===== src/rtl/snn_pkg.sv =====
// Shared definitions for the SNN readout stage: FSM state encoding and default sizes.
// Latency: n/a (declarations only).
// Backpressure: n/a.
package snn_pkg;

    localparam int DEF_NUM_CLASSES = 10;
    localparam int DEF_COUNT_W     = 6;

    typedef enum logic [1:0] {
        IDLE  = 2'd0,
        ACCUM = 2'd1,
        SCAN  = 2'd2
    } wta_state_t;

endpackage


===== src/rtl/sat_counter.sv =====
// Saturating per-class spike counter with synchronous clear and count enable.
// Latency: count visible one cycle after the enabling edge.
// Backpressure: none; holds at all-ones instead of wrapping.
//
// Ports: clk_i/rst_i clock and async active-high reset; clr_i sync clear
// (wins over en_i); en_i count request; count_o current count.
module sat_counter #(
    parameter int COUNT_W = snn_pkg::DEF_COUNT_W
) (
    input  logic               clk_i,
    input  logic               rst_i,
    input  logic               clr_i,
    input  logic               en_i,
    output logic [COUNT_W-1:0] count_o
);

    localparam logic [COUNT_W-1:0] CNT_MAX = {COUNT_W{1'b1}};

    always_ff @(posedge clk_i or posedge rst_i) begin
        if (rst_i) begin
            count_o <= '0;
        end else if (clr_i) begin
            count_o <= '0;
        end else if (en_i && (count_o != CNT_MAX)) begin
            count_o <= count_o + COUNT_W'(1);
        end
    end

endmodule


===== src/rtl/spike_readout_wta.sv =====
// Winner-take-all readout: counts output-layer spikes over a fixed window, then scans for the max class.
// Latency: WINDOW_LEN + NUM_CLASSES - 1 edges from accepted start to the valid_o pulse.
// Backpressure: none; start_i is only accepted in IDLE, results hold until the next valid_o.
//
// Ports: clk_i/rst_i clock and async active-high reset; start_i opens a window;
// spike_i one bit per class; busy_o window or scan in progress; valid_o result
// pulse; class_o/max_count_o/tie_o winning index, its count, equal-max flag.
module spike_readout_wta
    import snn_pkg::*;
#(
    parameter int NUM_CLASSES = DEF_NUM_CLASSES,
    parameter int COUNT_W     = DEF_COUNT_W,
    parameter int WINDOW_LEN  = 64,
    parameter int IDX_W       = $clog2(NUM_CLASSES)
) (
    input  logic                   clk_i,
    input  logic                   rst_i,
    input  logic                   start_i,
    input  logic [NUM_CLASSES-1:0] spike_i,
    output logic                   busy_o,
    output logic                   valid_o,
    output logic [IDX_W-1:0]       class_o,
    output logic [COUNT_W-1:0]     max_count_o,
    output logic                   tie_o
);

    localparam int                 WIN_W    = $clog2(WINDOW_LEN + 1);
    localparam logic [WIN_W-1:0]   WIN_LAST = WIN_W'(WINDOW_LEN - 1);
    localparam logic [IDX_W-1:0]   IDX_LAST = IDX_W'(NUM_CLASSES - 1);
    localparam logic [COUNT_W-1:0] CNT_MAX  = {COUNT_W{1'b1}};

    wta_state_t         state;
    logic [WIN_W-1:0]   win_cnt;
    logic [IDX_W-1:0]   scan_idx;
    logic [IDX_W-1:0]   best_idx;
    logic [COUNT_W-1:0] best;
    logic               tie;

    logic [COUNT_W-1:0] cnt [NUM_CLASSES];
    logic               win_clr;
    logic               accum_en;

    assign win_clr  = (state == IDLE) && start_i;
    assign accum_en = (state == ACCUM);

    for (genvar g = 0; g < NUM_CLASSES; g++) begin : g_cnt
        sat_counter #(
            .COUNT_W (COUNT_W)
        ) u_cnt (
            .clk_i   (clk_i),
            .rst_i   (rst_i),
            .clr_i   (win_clr),
            .en_i    (accum_en && spike_i[g]),
            .count_o (cnt[g])
        );
    end

    // The scan seed is loaded on the same edge that samples the last spike, so
    // class 0's count must include that final sample before it lands in cnt[0].
    logic [COUNT_W-1:0] cnt0_final;
    assign cnt0_final = (spike_i[0] && (cnt[0] != CNT_MAX)) ? cnt[0] + COUNT_W'(1) : cnt[0];

    // One comparison per SCAN cycle; a strictly greater count takes over and
    // clears the tie, an equal count keeps the lower index and flags a tie.
    logic [COUNT_W-1:0] scan_cnt;
    logic [COUNT_W-1:0] best_nxt;
    logic [IDX_W-1:0]   idx_nxt;
    logic               tie_nxt;

    always_comb begin
        scan_cnt = '0;
        for (int k = 0; k < NUM_CLASSES; k++) begin
            if (scan_idx == IDX_W'(k)) begin
                scan_cnt = cnt[k];
            end
        end
        best_nxt = best;
        idx_nxt  = best_idx;
        tie_nxt  = tie;
        if (scan_cnt > best) begin
            best_nxt = scan_cnt;
            idx_nxt  = scan_idx;
            tie_nxt  = 1'b0;
        end else if (scan_cnt == best) begin
            tie_nxt  = 1'b1;
        end
    end

    always_ff @(posedge clk_i or posedge rst_i) begin
        if (rst_i) begin
            state       <= IDLE;
            win_cnt     <= '0;
            scan_idx    <= '0;
            best_idx    <= '0;
            best        <= '0;
            tie         <= 1'b0;
            busy_o      <= 1'b0;
            valid_o     <= 1'b0;
            class_o     <= '0;
            max_count_o <= '0;
            tie_o       <= 1'b0;
        end else begin
            valid_o <= 1'b0;
            case (state)
                IDLE: begin
                    if (start_i) begin
                        state   <= ACCUM;
                        win_cnt <= '0;
                        busy_o  <= 1'b1;
                    end
                end
                ACCUM: begin
                    win_cnt <= win_cnt + WIN_W'(1);
                    if (win_cnt == WIN_LAST) begin
                        state    <= SCAN;
                        best_idx <= '0;
                        best     <= cnt0_final;
                        tie      <= 1'b0;
                        scan_idx <= IDX_W'(1);
                    end
                end
                SCAN: begin
                    best     <= best_nxt;
                    best_idx <= idx_nxt;
                    tie      <= tie_nxt;
                    scan_idx <= scan_idx + IDX_W'(1);
                    if (scan_idx == IDX_LAST) begin
                        class_o     <= idx_nxt;
                        max_count_o <= best_nxt;
                        tie_o       <= tie_nxt;
                        valid_o     <= 1'b1;
                        busy_o      <= 1'b0;
                        state       <= IDLE;
                    end
                end
                default: begin
                    state  <= IDLE;
                    busy_o <= 1'b0;
                end
            endcase
        end
    end

endmodule


===== config.mk =====
export PLATFORM = sky130hd
export DESIGN_NAME = spike_readout_wta
export DESIGN_NICKNAME = d
export VERILOG_FILES = /design/src/rtl/snn_pkg.sv /design/src/rtl/sat_counter.sv /design/src/rtl/spike_readout_wta.sv
export SDC_FILE = /design/constraint.sdc
export NUM_CORES = 1
export LEC_CHECK = 0
export CAP_MARGIN = 20
export CELL_PAD_IN_SITES_DETAIL_PLACEMENT = 1
export CELL_PAD_IN_SITES_GLOBAL_PLACEMENT = 1
export CORE_ASPECT_RATIO = 1.2
export CORE_MARGIN = 1.5
export CORE_UTILIZATION = 48
export DETAILED_ROUTE_END_ITERATION = 8
export GPL_TIMING_DRIVEN = 0
export PLACE_DENSITY_LB_ADDON = 0.1
export SETUP_SLACK_MARGIN = 0.5
export SLEW_MARGIN = 25
export SYNTH_ARGS = -nofsm -noshare
export SYNTH_HDL_FRONTEND = slang
export SYNTH_SLANG_ARGS = --single-unit

===== constraint.sdc =====
create_clock -name clk_i -period 3.9 [get_ports clk_i]
set_clock_uncertainty 0.1 [all_clocks]
set_input_delay 0.585 -clock clk_i [delete_from_list [all_inputs] [get_ports clk_i]]
set_output_delay 0.585 -clock clk_i [all_outputs]
set_load 0.005 [all_outputs]

==> metrics <==
Area Growth Syn to Fin=22.79%; 1st-iter DRT viols=240; largest area contributor in the netlist=dfrtp_1; Avg Inst Size Synth=9.348 um^2; register area share after synthesis=42.92%; Worst Path Max Fanout=5; Power Density=581.4 nW/um^2; clk_lat worst skew=0.35 ns; std cell rows=43; clk buf depth=2; Max Freq=286.3 MHz; WL per Instance=21.23 um; Nets=693; routability cong.=0.8899; clock transition at the registers of the reported paths=0.07 ns; Max VDD drop=0.0003381 V; Async S/R FF share, synth=100.0%; number of port buffers=25; critical path capture point type=flip-flop; max-slew violations=0; Tmin final=3.493 ns; I/O pin cnt=26; final worst setup slack=0.4073 ns; pin count of the biggest net entering global routing=51; leading cell type in the layout, fill and taps excluded=dfrtp_1; status=finished clean; Hold WC Path Type=flip-flop to flip-flop; clock root buffer=clkbuf_16; RSZ-0062 raised after global routing=true; H-tree depth=3; Seq cells post-synth=97; full die area=12450 um^2; max capacitance violation total=0; total routed wirelength=17.43 mm; final setup fails=0; post-synth top area share=42.92%; TritonRoute pass-1 iters=4; synthesized instance count=605; Num CTS Buffers=9; Crit Path Category=flip-flop to flip-flop; Antenna Violating Nets Remaining=0; Worst Path Required=4.03 ns; leakage=2.886 nW; count of cell types in the netlist=63; most frequent cells in the layout=95 x dfrtp_1, 73 x nand2_1, 60 x nor2_1; worst-margin pin slew=0.6235 ns; Clock Sink Count=97; Post-route DRC=0; # hold bufs at CTS=0; total power=4.037 mW; top cells by area, synth=dfrtp_1 43%, nand2_1 4.8%, ha_1 4.6%, xor2_1 4.5%, nor2_1 4.2%; Tot GR Track Use=27.72%; YS warnings=0; core area=11510 um^2; Post-synth EDFFs=0; Relative slew margins=58.44%; via count=4946; ant diodes=0; Core Util, Final=60.31%; layout cells sized above 1=17.32%; fin crit share=89.56%; first-pass GRT wire length=26.61 mm; Chip Width=102.1 um; CTS tree=yes; dpl hpwl=11.33 mm; critical path arrival=3.63 ns; Final Cell Area=6944 um^2; mapped cell area=5655 um^2; Die H=121.9 um; Via density=6.024; antenna violations before repair=0; Initial Util=49.12%; Hold Vio Cnt, Final=0; vias in the first global route=5249; worst slack, placed=0.02502 ns; Area after DPL=6135 um^2; Overflow after GRT=0; startpoint types=flip-flop; Post-synth top flop=dfrtp_1; Synthesized Nets=639
## logic make-up after synthesis
family | count (synthesis) | synth area share [%]
xor+xnor | 43 | 6.659
flops | 97 | 42.92
compound gates | 145 | 18.32
simple gates | 233 | 20.22
buf+inv | 45 | 3.496
fa+ha+maj | 21 | 4.646
mux | 21 | 3.739
## synthesized netlist by cell type (14+ instances only)
master,instances
mux2i_1,20
dfrtp_1,97
nor2b_1,16
xor2_1,29
o21ai_0,32
inv_1,16
o21ai_1,14
nand2_1,73
nand3_1,18
a21oi_1,25
xnor2_1,14
ha_1,21
nor2_1,63
nand4_1,22
## critical path: stages, from the launching register on
cell,delay [ns]
dfrtp_2,0.46
inv_2,0.14
ha_4,0.18
nor2b_2,0.28
a221o_1,0.28
a31oi_2,0.12
o21ai_2,0.32
ha_4,0.27
o21ai_4,0.16
a21oi_4,0.05
o31ai_4,0.28
a211oi_4,0.15
buf_4,0.17
nor2b_1,0.13
a221o_1,0.27
## routing by layer
| metal | part of all wire (%) | track usage (%) |
|---|---|---|
| met3 | 3.0 | 2.524 |
| met4 | 3.1 | 13.01 |
| met2 | 54 | 49.38 |
| met1 | 40 | 33.36 |
| met5 | 0 | 0 |
## final cells by class
cell class                 count  area [um^2]
tap                          157        196.4
multi-input combinational    463         3361
buffer                        29        177.7
sequential                    97         2430
timing repair buffer          43        422.9
fill                        1312         4569
clock inverter                 7        63.81
clock buffer                   9        225.2
inverter                      16        67.56
## where the power goes
group          internal (mW)  switching (mW)  total (mW)
sequential              1.31           0.490        1.80
clock                  0.446           0.429       0.875
combinational          0.626           0.733        1.36
total                   2.39            1.65        4.04
## flip-flops by register name, summed over array words and instances (netlist names), 2 cells and up
register             cells
best                     6
scan_idx                 4
state                    2
best_idx                 4
win_cnt                  7
max_count_o              6
class_o                  4
g_cnt.u_cnt.count_o     60
## worst paths after layout
path	slack [ns]	endpoint	cells after the start	from
max	0.41	best[0]	14	scan_idx[0]
min	0.38	class_o[0]	2	class_o[0]
max reg2reg	0.41	best[0]	14	scan_idx[0]
min reg2reg	0.38	class_o[0]	2	class_o[0]
max in group asynchronous	2.52	scan_idx[1]	3	rst_i
min in group asynchronous	0.54	win_cnt[5]	2	rst_i
## through the flow
stage / hold slack (ns) / TNS (ns) / instances
after floorplan: 0.3424 / 0 / 605
after global placement: 0.3633 / -76.19 / 787
after detailed placement: 0.3743 / 0 / 788
after CTS: 0.3913 / 0 / 813
after global routing: 0.4098 / 0 / 821
final: 0.3820 / 0 / 821
## what timing repair did
item                       CTS  global route
setup endpoints to repair   22            18
buffers inserted             9             6
pin swaps                   12            26
gates resized for setup     39            43
cloned                       0             2
Power figures use the tool's default switching activity.
